<file path="config.mk">
export PLATFORM = sky130hd
export DESIGN_NAME = fp_mul_operand_stage
export DESIGN_NICKNAME = d
export VERILOG_FILES = /design/src/rtl/fp_mul_pkg.sv /design/src/rtl/fp32_unpack_classify.sv /design/src/rtl/fp_mul_operand_stage.sv
export SDC_FILE = /design/constraint.sdc
export NUM_CORES = 1
export LEC_CHECK = 0
export CORE_MARGIN = 5
export CORE_UTILIZATION = 45
export DETAILED_ROUTE_END_ITERATION = 12
export GPL_ROUTABILITY_DRIVEN = 1
export PLACE_DENSITY = 0.68
export SYNTH_ARGS = -nofsm -noshare
export SYNTH_HDL_FRONTEND = slang
export SYNTH_HIERARCHICAL = 1
export SYNTH_SLANG_ARGS = --single-unit
</file>
<file path="constraint.sdc">
create_clock -name clk -period 3.4 [get_ports clk]
set_input_delay 0.34 -clock clk [delete_from_list [all_inputs] [get_ports clk]]
set_output_delay 0.34 -clock clk [all_outputs]
set_load 0.01 [all_outputs]
</file>
<file path="src/rtl/fp_mul_pkg.sv">
// Shared FP32 field widths, constants and operand types for the multiplier operand stage.
package fp_mul_pkg;

    localparam int SIGN_W = 1;
    localparam int EXP_W  = 8;
    localparam int MAN_W  = 23;
    localparam int FP_W   = 32;

    localparam logic [EXP_W-1:0] EXP_MAX = 8'hFF;
    localparam logic [FP_W-1:0]  QNAN    = 32'h7FC0_0000;

    typedef enum logic [1:0] {
        CLS_NORMAL,
        CLS_ZERO,
        CLS_INF,
        CLS_NAN
    } op_class_e;

    typedef struct packed {
        logic [SIGN_W-1:0] sign;
        logic [EXP_W-1:0]  exp;
        logic [MAN_W-1:0]  man;
        op_class_e         cls;
    } fp_op_t;

    // The class is consumed at push time, so a FIFO entry holds only fields and the resolved result.
    typedef struct packed {
        logic [SIGN_W-1:0] sign_x;
        logic [EXP_W-1:0]  exp_x;
        logic [MAN_W-1:0]  man_x;
        logic [SIGN_W-1:0] sign_y;
        logic [EXP_W-1:0]  exp_y;
        logic [MAN_W-1:0]  man_y;
        logic              special;
        logic [FP_W-1:0]   special_result;
    } fifo_entry_t;

endpackage

</file>
<file path="src/rtl/fp32_unpack_classify.sv">
// Combinational FP32 unpack: splits an operand into fields, flushes denormals to zero and classifies it.
import fp_mul_pkg::*;

module fp32_unpack_classify (
    input  logic [FP_W-1:0] fp_i,
    output fp_op_t          op_o
);

    logic [EXP_W-1:0] e;
    logic [MAN_W-1:0] m;

    assign e = fp_i[30:23];
    assign m = fp_i[22:0];

    always_comb begin
        op_o.sign = fp_i[31];
        op_o.exp  = e;
        op_o.man  = m;
        op_o.cls  = CLS_NORMAL;
        if (e == '0) begin
            op_o.exp = '0;
            op_o.man = '0;
            op_o.cls = CLS_ZERO;
        end else if (e == EXP_MAX) begin
            op_o.cls = (m == '0) ? CLS_INF : CLS_NAN;
        end
    end

endmodule

</file>
<file path="src/rtl/fp_mul_operand_stage.sv">
// FP32 operand FIFO feeding the approximate multiplier; unpacks, classifies and resolves special cases.
// Optional FP_MUL_OPERAND_STATS_EN adds saturating pop_count / special_count outputs.
import fp_mul_pkg::*;

module fp_mul_operand_stage #(
    parameter int DEPTH = 4,
    parameter int PTR_W = $clog2(DEPTH)
) (
    input  logic              clk,
    input  logic              rst,
    input  logic              in_valid,
    output logic              in_ready,
    input  logic [FP_W-1:0]   in_x,
    input  logic [FP_W-1:0]   in_y,
    output logic              out_valid,
    input  logic              out_ready,
    output logic              sign_x,
    output logic              sign_y,
    output logic [EXP_W-1:0]  exp_x,
    output logic [EXP_W-1:0]  exp_y,
    output logic [MAN_W-1:0]  mantissa_x,
    output logic [MAN_W-1:0]  mantissa_y,
    output logic              special,
    output logic [FP_W-1:0]   special_result
`ifdef FP_MUL_OPERAND_STATS_EN
    ,
    output logic [31:0]       pop_count,
    output logic [31:0]       special_count
`endif
);

    localparam logic [PTR_W:0] CNT_FULL = DEPTH[PTR_W:0];

    logic [PTR_W-1:0] wr_ptr_q, wr_ptr_d;
    logic [PTR_W-1:0] rd_ptr_q, rd_ptr_d;
    logic [PTR_W:0]   count_q, count_d;
    fifo_entry_t      mem_q [DEPTH];

    fp_op_t      op_x, op_y;
    fifo_entry_t push_entry;
    fifo_entry_t head;
    logic        push, pop;
    logic        res_sign;

    fp32_unpack_classify u_unpack_x (.fp_i(in_x), .op_o(op_x));
    fp32_unpack_classify u_unpack_y (.fp_i(in_y), .op_o(op_y));

    assign res_sign = op_x.sign ^ op_y.sign;

    always_comb begin
        push_entry                = '0;
        push_entry.sign_x         = op_x.sign;
        push_entry.exp_x          = op_x.exp;
        push_entry.man_x          = op_x.man;
        push_entry.sign_y         = op_y.sign;
        push_entry.exp_y          = op_y.exp;
        push_entry.man_y          = op_y.man;
        if (op_x.cls == CLS_NAN || op_y.cls == CLS_NAN ||
            (op_x.cls == CLS_INF && op_y.cls == CLS_ZERO) ||
            (op_x.cls == CLS_ZERO && op_y.cls == CLS_INF)) begin
            push_entry.special        = 1'b1;
            push_entry.special_result = QNAN;
        end else if (op_x.cls == CLS_INF || op_y.cls == CLS_INF) begin
            push_entry.special        = 1'b1;
            push_entry.special_result = {res_sign, EXP_MAX, {MAN_W{1'b0}}};
        end else if (op_x.cls == CLS_ZERO || op_y.cls == CLS_ZERO) begin
            push_entry.special        = 1'b1;
            push_entry.special_result = {res_sign, {(FP_W-1){1'b0}}};
        end
    end

    // Full blocks a push even when a pop is pending, keeping in_ready purely registered.
    assign in_ready  = (count_q != CNT_FULL);
    assign out_valid = (count_q != '0);
    assign push      = in_valid && in_ready;
    assign pop       = out_valid && out_ready;

    always_comb begin
        wr_ptr_d = wr_ptr_q;
        rd_ptr_d = rd_ptr_q;
        count_d  = count_q;
        if (push) wr_ptr_d = wr_ptr_q + 1'b1;
        if (pop)  rd_ptr_d = rd_ptr_q + 1'b1;
        if (push && !pop)      count_d = count_q + 1'b1;
        else if (!push && pop) count_d = count_q - 1'b1;
    end

    always_ff @(posedge clk or posedge rst) begin
        if (rst) begin
            wr_ptr_q <= '0;
            rd_ptr_q <= '0;
            count_q  <= '0;
        end else begin
            wr_ptr_q <= wr_ptr_d;
            rd_ptr_q <= rd_ptr_d;
            count_q  <= count_d;
        end
    end

    always_ff @(posedge clk) begin
        if (push) mem_q[wr_ptr_q] <= push_entry;
    end

    assign head           = out_valid ? mem_q[rd_ptr_q] : '0;
    assign sign_x         = head.sign_x;
    assign exp_x          = head.exp_x;
    assign mantissa_x     = head.man_x;
    assign sign_y         = head.sign_y;
    assign exp_y          = head.exp_y;
    assign mantissa_y     = head.man_y;
    assign special        = head.special;
    assign special_result = head.special_result;

`ifdef FP_MUL_OPERAND_STATS_EN
    logic [31:0] pop_cnt_q, spec_cnt_q;

    always_ff @(posedge clk or posedge rst) begin
        if (rst) begin
            pop_cnt_q  <= '0;
            spec_cnt_q <= '0;
        end else if (pop) begin
            if (pop_cnt_q != '1) pop_cnt_q <= pop_cnt_q + 1'b1;
            if (special && spec_cnt_q != '1) spec_cnt_q <= spec_cnt_q + 1'b1;
        end
    end

    assign pop_count     = pop_cnt_q;
    assign special_count = spec_cnt_q;
`endif

endmodule

</file>
==> metrics.cfg <==
[cts]
htreeDepth=1
cts_resized=0
cts_tree=done
cts_hold_buf=0
cts.sinks=279
cts_buffer_depth=3
path_clk_slew_ns=0.06
clock_latency_ns=0.54
cts_setup_buffers=0
root_buffer=clkbuf_16
cts_buffers=30

[sta]
finalHoldViolations=0
period_minus_slack_ns=3.152
worstMarginPinSlew_ns=0.7122
maxSlewHeadroom_pct=52.52
drv_slew=0
finalSetupTns_ns=0
fin_crit_sh_pct=92.70
grt_setup_unrepaired=no
setup_viol=0
clock.fmax_mhz=317.3
fin_skew_ns=0.008866

[floorplan]
dieArea_um2=29500
die_height_um=171.8
die_x_um=171.8
core_um2=25910
rows=59
start_util_pct=45.45
io_pins=167

[placement]
placement.io_buffers=144
place.gp.congestion=0.7241
dp_cells=1050
dp_hpwl_mm=15.41

[critical_path]
crit_arrival_ns=2.81
end_kind=primary output
r2r_end=count_q[2]$_DFFE_PP0P_
worstReg2RegStart=count_q[1]$_DFFE_PP0P_
reg2reg_setup_slack_ns=0.76
start_kind=flip-flop
reg2reg_depth=8
path_max_fanout=33
path_class=flip-flop to primary output
worstPathRequired_ns=3.06

[power_and_ir_drop]
finalPower_uw=12530
vdd_ir_drop_max_uv=553.0
power_density_nw_per_um2=876.9
p_leak_uw=0.004769

[synth]
synth_cell_type_count=35
yosys_register_bits=279
synth_top_area_share_pct=69.36
ys_seq_area_share_pct=70.85
yosysWarnings=6
yosys.area.top_type=edfxtp_1
synth_area_per_cell_um2=19.46
synth.area.top_cells=edfxtp_1 (69%), mux4_2 (13%), and2_1 (4.2%)
synth_cells=605
netlist_area_um2=11780

[grt]
grt_pass1_vias=6283
grt_max_degree=45
grt-ovfl-total=0
grt.total_usage_pct=16.13
grt_first_pass_wirelength_mm=36.48
antenna_found_initial=0

[route]
viasPerCell=5.219
drc=0
drt_iter0_drc=470
routedWlPerCell_um=21.47
vias=5762
ant_nets=0
wl_mm=23.70
drt_pre_antenna_iters=5

[layout]
fin_cells=1104
drive_gt1_share_pct=24.58
nets=821
syn_to_final_growth_pct=21.35
antenna_cells=0
fillers=2026

[outcome]
status=finished, final reports clean

[flow_run]
drv_cap=0

[min_path]
min_path_type=input port to asynchronous set/reset pin

==> state kept, by name (all words and copies together), names as in the netlist <==
| register | flops |
|---|---|
| mem_q | 272 |
| wr_ptr_q | 2 |
| rd_ptr_q | 2 |
| count_q | 3 |
==> worst max-delay path by stage <==
stage | cells past startpoint | from | endpoint | slack (ns)
4_1_cts | 4 | rd_ptr_q[0]$_DFFE_PP0P_ | mantissa_y[17] | 0.18
3_5_place_dp | 8 | in_x[23] | mem_q[2][31]$_DFFE_PP_ | 0.70
5_1_grt | 4 | rd_ptr_q[0]$_DFFE_PP0P_ | mantissa_y[18] | 0.11
3_3_place_gp | 8 | in_x[24] | mem_q[2][31]$_DFFE_PP_ | 0.75
2_1_floorplan | 3 | count_q[0]$_DFFE_PP0P_ | mem_q[0][22]$_DFFE_PP_ | 0.60
6_report | 4 | count_q[1]$_DFFE_PP0P_ | mantissa_y[2] | 0.25
==> where the power goes <==
part / leakage (uW) / switching (uW) / internal [uW]
sequential: 0.00258 / 366 / 4550
combinational: 0.00174 / 2000 / 2660
clock: 0.000447 / 1230 / 1730
total: 0.00477 / 3600 / 8930
==> cells in the final DEF, fill, tap and decap left out, types with 2 or more instances in the layout <==
| master | n |
|---|---|
| nand4_1 | 4 |
| a211oi_2 | 2 |
| nand2_2 | 2 |
| and2_2 | 8 |
| xor2_1 | 3 |
| mux2_2 | 2 |
| and2_1 | 76 |
| clkinv_2 | 7 |
| and2_4 | 34 |
| dfrtp_1 | 5 |
| xnor2_1 | 4 |
| clkdlybuf4s50_1 | 144 |
| nor3_1 | 2 |
| nand2_1 | 3 |
| clkbuf_16 | 31 |
| nor4_1 | 6 |
| clkinv_1 | 8 |
| buf_4 | 14 |
| conb_1 | 22 |
| dfrtp_4 | 2 |
| or4_1 | 4 |
| a22oi_2 | 2 |
| clkbuf_1 | 5 |
| nor4_2 | 4 |
| ha_1 | 5 |
| mux4_2 | 68 |
| or2_2 | 2 |
| inv_1 | 7 |
| edfxtp_1 | 272 |
| nor2_1 | 5 |
| buf_12 | 6 |
| and4_1 | 2 |
==> cells in the mapped netlist <==
| library cell | count |
|---|---|
| a211oi_2 | 2 |
| a21boi_2 | 1 |
| a22oi_2 | 2 |
| and2_1 | 80 |
| and2_2 | 8 |
| and2_4 | 30 |
| and3b_1 | 1 |
| and4_1 | 2 |
| buf_12 | 7 |
| buf_2 | 8 |
| buf_4 | 32 |
| buf_6 | 5 |
| clkbuf_1 | 21 |
| conb_1 | 1 |
| dfrtp_1 | 7 |
| dlygate4sd3_1 | 2 |
| edfxtp_1 | 272 |
| fa_1 | 1 |
| ha_1 | 5 |
| inv_1 | 7 |
| mux2_2 | 2 |
| mux4_2 | 68 |
| nand2_1 | 3 |
| nand2_2 | 2 |
| nand3_1 | 1 |
| nand4_1 | 4 |
| nor2_1 | 5 |
| nor3_1 | 2 |
| nor4_1 | 6 |
| nor4_2 | 4 |
| or2_2 | 2 |
| or3_1 | 1 |
| or4_1 | 4 |
| xnor2_1 | 4 |
| xor2_1 | 3 |
==> logic make-up (layout without fill, tap and decap cells) <==
kind of cell | count (synthesis) | in the layout | share of synthesized area, %
buffers and inverters | 82 | 225 | 5.111
XOR/XNOR | 7 | 7 | 0.5206
flip-flops | 279 | 279 | 70.85
AO/OA/AOI/OAI | 5 | 5 | 0.5205
AND/OR/NAND/NOR | 155 | 155 | 9.074
adder cells (fa/ha/maj) | 6 | 6 | 0.7012
other | 1 | 22 | 0.03184
multiplexers | 70 | 70 | 13.20
==> stage by stage <==
stage | hold slack (ns) | util [%] | cell area (um2) | setup slack, ns
after floorplan | 0.1434 | - | 11860 | 0.5954
after global placement | 0.5102 | 51.65 | 13380 | 0.7470
after detailed placement | 0.5253 | 51.65 | 13380 | 0.6974
after CTS | 0.03999 | 55.15 | 14290 | 0.1768
after global routing | 0.07687 | 55.15 | 14290 | 0.1148
final | 0.04657 | 55.15 | 14290 | 0.2483
==> layer usage <==
layer / GRT usage (%) / wire length (um) / vias to the layer above / share of wire, %
met1: 21.85 / 9598 / 2957 / 40
met4: 2.905 / 370 / 0 / 1.6
met2: 27.72 / 11900 / 201 / 50
li1: - / - / 2573 / -
met3: 3.241 / 1833 / 31 / 7.7
met5: 0 / 0 / - / 0
==> layout make-up <==
cell class              count  area [um2]  share of cell area, %
repair buffers            164        1667                  11.66
flip-flops and latches    279        8351                  58.44
clock buffers              36       794.5                  5.560
clock inverters            18       111.4                 0.7793
multi-input cells         265        2922                  20.44
well taps                 335       419.2                  2.933
inverters                   7       26.28                 0.1839
==> critical path, stage by stage (launching register included) <==
cell,delay (ns)
dfrtp_1,0.41
or3_2,0.84
buf_4,0.35
and2_1,0.18
clkdlybuf4s50_1,0.48
(Power assumes the default switching activity.)
==> RTL change 1: new RTL, config.mk and constraints unchanged <==
Add a define of `FP_MUL_OPERAND_STATS_EN`.
--- a/src/rtl/fp_mul_operand_stage.sv
+++ b/src/rtl/fp_mul_operand_stage.sv
@@ -1,5 +1,7 @@
 // FP32 operand FIFO feeding the approximate multiplier; unpacks, classifies and resolves special cases.
 // Optional FP_MUL_OPERAND_STATS_EN adds saturating pop_count / special_count outputs.
+`define FP_MUL_OPERAND_STATS_EN
+
 import fp_mul_pkg::*;
 
 module fp_mul_operand_stage #(
Function (old outputs only; new: pop_count and special_count): no difference found for any inputs over 4 cycles, from zero or initial values and one cycle with rst high; that may be too few to reach the edited logic, so the function may still have changed.
==> RTL change 1 against the unedited design <==
Routed wire length is 34% higher; power increased by 16%; clock skew grew 0.012 ns; worst hold slack improved by 0.11 ns; non-clock buffer count increased by 60; setup slack better by 0.13 ns; via count is 44% higher; area after synthesis increased by 26%; final area increased by 29%; core utilization is 1.5 points higher; sequential cell count grew 64; largest power group unchanged.
==> RTL change 1: results (changes against the unedited design) <==
Avg Vias per Cell -> 5.25 (+0.52%)
initial DRC count -> 536 (+14%)
First-pass DRT Iterations -> 4 (-1)
DR WL/cell -> 20.1 um (-6.4%)
post-synthesis compound-gate area fraction -> 0.910% (+0.39 points)
multiplexer share of the synthesized area -> 10.5% (-2.7 points)
nets -> 1191 (+45%)
crit path max-delay cell type -> dfrtp_4
CP Data Arrival Time -> 2.68 ns (-0.13 ns)
first-pass GRT wire length -> 49.5 mm (+36%)
WL final -> 31.9 mm (+34%)
minimum clock period -> 3.02 ns (-0.129 ns)
Reg2Reg Depth -> 6 (-2)
FFs w/ async S/R, synth -> 20.7% (+18 points)
largest net degree at the start of global routing -> 42 (-6.7%)
Reg-to-Reg End -> special_count[1]
Synth Area in Adders -> 0.725% (+0.024 points)
All-Layer GR Usage -> 17.3% (+1.2 points)
Synth top cells by count -> edfxtp_1, and2_1, dfrtp_1
Num CTS Buffers -> 37 (+23%)
worst vdd ir -> 0.000538 V (-2.7%)
placed instance area -> 0.0173 mm^2 (+29%)
status -> complete, no violations
Synth Instances -> 914 (+51%)
slowest cell delay on critical path -> 0.57 ns (-0.27 ns)
number of H-tree levels -> 2 (+1)
Register-to-Register Setup Slack -> 0.94 ns (+0.18 ns)
RR Startpoint -> special_count[0]
relative slew slack -> 49.2% (-3.3 points)
latest clock arrival within the worst-skew pair -> 0.52 ns (-0.02 ns)
filler instances -> 2601 (+28%)
clock skew -> 0.0213 ns (+0.0124 ns)
clk buf depth -> 3 (unchanged)
placed cells -> 1518 (+45%)
Sw Ratio -> 29.3% (+0.60 points)
Seq/Total Area, Yosys -> 67.0% (-3.9 points)
distinct cell type count after synthesis -> 52 (+49%)
Hold WS -> 0.155 ns (+0.109 ns)
number of global-route vias before repair -> 8600 (+37%)
RePlAce Congestion -> 0.790 (+9.1%)
share of cells above drive strength 1 -> 18.1% (-6.5 points)
worst-path fanout max -> 36 (+9.1%)
synth top area cells -> edfxtp_1, dfrtp_1, mux4_2
crit-path leading delay family -> buffers and inverters
[RTL change 1: cells by family after synthesis]
kind of cell | after synthesis
flip-flops | 343
AND/OR/NAND/NOR | 311
buffers and inverters | 97
multiplexers | 70
XOR/XNOR | 67
AO/OA/AOI/OAI | 17
adder cells (fa/ha/maj) | 8
other | 1
[RTL change 1: worst max-delay path by stage]
| stage | end | startpoint | cells past startpoint | slack (ns) |
|---|---|---|---|---|
| floorplan | mem_q[0][22] | count_q[0] | 3 | 0.65 |
| global placement | mem_q[0][31] | in_x[25] | 7 | 0.85 |
| detailed placement | mem_q[3][31] | in_x[25] | 7 | 0.80 |
| finish | sign_y | rd_ptr_q[0] | 4 | 0.38 |
| global route | mantissa_x[0] | rd_ptr_q[0] | 4 | 0.24 |
| CTS | sign_x | rd_ptr_q[0] | 4 | 0.34 |
[RTL change 1: cell type report]
cell class / instances / area (um^2) / area share (%)
tap: 442 / 553 / 3.00
clock inverter: 23 / 164 / 0.889
timing repair buffer: 224 / 2290 / 12.4
clock buffer: 45 / 986 / 5.35
inverter: 14 / 52.6 / 0.285
sequential: 343 / 9950 / 54.0
multi-input combinational: 495 / 4440 / 24.1
[RTL change 1: per-layer routing]
metal	global-route usage, %	part of all wire, %
met5	0	0
met2	28.1	48
met4	3.31	1.4
met1	25.0	45
met3	3.13	5.9
[RTL change 1: power by group through the flow]
stage / Sequential [mW] / Clock (mW) / Combinational, mW
global placement: 5.76 / 0 / 5.26
finish: 5.69 / 3.73 / 5.15
CTS: 5.71 / 3.82 / 5.30
detailed placement: 5.79 / 0 / 5.26
floorplan: 5.69 / 0 / 2.87
global route: 5.78 / 4.01 / 5.55
==> RTL change 2: new RTL, same flow settings <==
Made on the original files. Change the package constant `EXP_MAX` from 8'hFF to 8'h7F.
--- a/src/rtl/fp_mul_pkg.sv
+++ b/src/rtl/fp_mul_pkg.sv
@@ -6,7 +6,7 @@
     localparam int MAN_W  = 23;
     localparam int FP_W   = 32;
 
-    localparam logic [EXP_W-1:0] EXP_MAX = 8'hFF;
+    localparam logic [EXP_W-1:0] EXP_MAX = 8'h7F;
     localparam logic [FP_W-1:0]  QNAN    = 32'h7FC0_0000;
 
     typedef enum logic [1:0] {
Check against the original RTL: not equivalent (a bounded check fails within 4 cycles, from zero or initial values and one cycle with rst high).
==> RTL change 2 against the unedited design <==
Sequential cell count stayed put; final area is 0.86% lower; area after synthesis is 0.88% lower; routed wire length is 0.71% lower; setup slack worse by 0.050 ns; critical path depth stayed put; clock power is 2% lower; power is 0.69% lower; global-route usage is 0.070 points lower; largest cell class unchanged; largest power group unchanged.
==> RTL change 2: results (changes against the unedited design) <==
status -> complete, no violations
initial antenna violation count -> 2 (+2)
FFs w/ async S/R, synth -> 2.51% (unchanged)
number of H-tree levels -> 1 (unchanged)
post-CTS setup buffers -> 0 (unchanged)
Main synth FF type -> edfxtp_1
HPWL after detailed placement -> 15.1 mm (-1.9%)
non-filler cells, final -> 1101 (-0.27%)
synth top area cells -> edfxtp_1, mux4_2, and2_1
CTS clk-pin slew, worst paths -> 0.06 ns (about the same)
grt total ovfl -> 0 (unchanged)
relative slew slack -> 60.3% (+7.8 points)
top flop regs -> mem_q: 272 flops, count_q: 3 flops
port bufs -> 144 (unchanged)
All-Layer GR Usage -> 16.1% (-0.070 points)
Root Buffer -> clkbuf_16
Setup WS pre-CTS -> 0.698 ns (+0.000997 ns)
Synth top cells by count -> edfxtp_1, and2_1, mux4_2
clk buf depth -> 3 (unchanged)
Avg Vias per Cell -> 5.28 (+1.1%)
EDFF count, synth -> 272 (unchanged)
Num CTS Buffers -> 29 (-3.3%)
First-pass DRT Iterations -> 4 (-1)
type of the worst min-delay path -> input pin to async pin
filler instances -> 1977 (-2.4%)
latest clock arrival within the worst-skew pair -> 0.54 ns (about the same)
post-CTS resize count -> 0 (unchanged)
largest net degree at the start of global routing -> 41 (-8.9%)
first-pass GRT wire length -> 36.1 mm (-1.1%)
crit path max-delay cell type -> dfrtp_4
number of global-route vias before repair -> 6278 (-0.080%)
P_leak -> 4.68 nW (-1.8%)
Seq/Total Area, Yosys -> 71.5% (+0.63 points)
P_sw -> 3.56 mW (-1.2%)
worst vdd ir -> 0.000542 V (-2.0%)
post-cts hold buffer count -> 0 (unchanged)
nets -> 821 (unchanged)
register area -> 0.00835 mm^2 (unchanged)
distinct cell type count after synthesis -> 33 (-5.7%)
initial DRC count -> 324 (-31%)
RePlAce Congestion -> 0.760 (+4.9%)
Ys Warns -> 6 (unchanged)
CP Data Arrival Time -> 2.86 ns (+0.05 ns)
Antenna Diode Count -> 0 (unchanged)
clock skew -> 0.00917 ns (+0.000303 ns)
share of cells above drive strength 1 -> 18.5% (-6.0 points)
worst-path fanout max -> 28 (-15%)
crit-path leading delay family -> flip-flops
slowest cell delay on critical path -> 0.81 ns (-0.03 ns)
placed instance area -> 0.0133 mm^2 (-0.65%)
Synth Instances -> 607 (+0.33%)
DR WL/cell -> 21.4 um (-0.44%)
-- RTL change 2: cell types whose count changed after synthesis, sizes merged --
cell	unedited run	this run
or4	4	6
nand4	4	2
dlygate4sd3	2	0
inv	7	9
clkbuf	21	23
or2	2	0
nand2	5	7
-- RTL change 2: worst paths after layout --
kind / start / end / slack (ns) / cells after the start
hold / removal: rst / count_q[1] / 0.05 / 2
hold reg to reg: count_q[2] / count_q[2] / 0.54 / 1
setup reg to reg: count_q[0] / count_q[2] / 0.81 / 8
max in group asynchronous: rst / rd_ptr_q[1] / 3.10 / 2
min in group clk: out_ready / rd_ptr_q[1] / 0.48 / 3
setup / recovery: rd_ptr_q[0] / mantissa_x[0] / 0.20 / 4
-- RTL change 2: final cells by class --
cell class,instances,share of cell area [%]
Multi-Input combinational cell,265,19.9
Tap cell,335,2.96
Inverter,9,0.238
Sequential cell,279,58.9
Clock inverter,15,0.866
Clock buffer,35,5.28
Timing Repair Buffer,163,11.8
-- RTL change 2: power by group through the flow --
stage                     sequential, mW  clock, mW  combinational [mW]
final                               4.88       2.90                4.66
after floorplan                     4.76          0                2.90
after global placement              4.92          0                4.72
after detailed placement            4.97          0                4.75
after CTS                           4.90       2.97                4.78
after global routing                4.96       3.11                5.01
-- RTL change 2: kinds of logic after synthesis --
group | Yosys count | synth area share [%]
mux | 70 | 13.3
flops | 279 | 71.5
fa+ha+maj | 6 | 0.707
buf+inv | 84 | 5.12
other cells | 1 | 0.0321
compound gates | 5 | 0.354
xor+xnor | 7 | 0.525
simple gates | 155 | 8.47
-- RTL change 2: routing by layer --
layer	vias to the layer above	part of all wire, %	global-route usage [%]
met5	-	0.030	0
met4	2	1.5	3.79
met3	29	5.9	2.89
met2	174	52	28.0
met1	3033	41	21.2
li1	2571	-	-
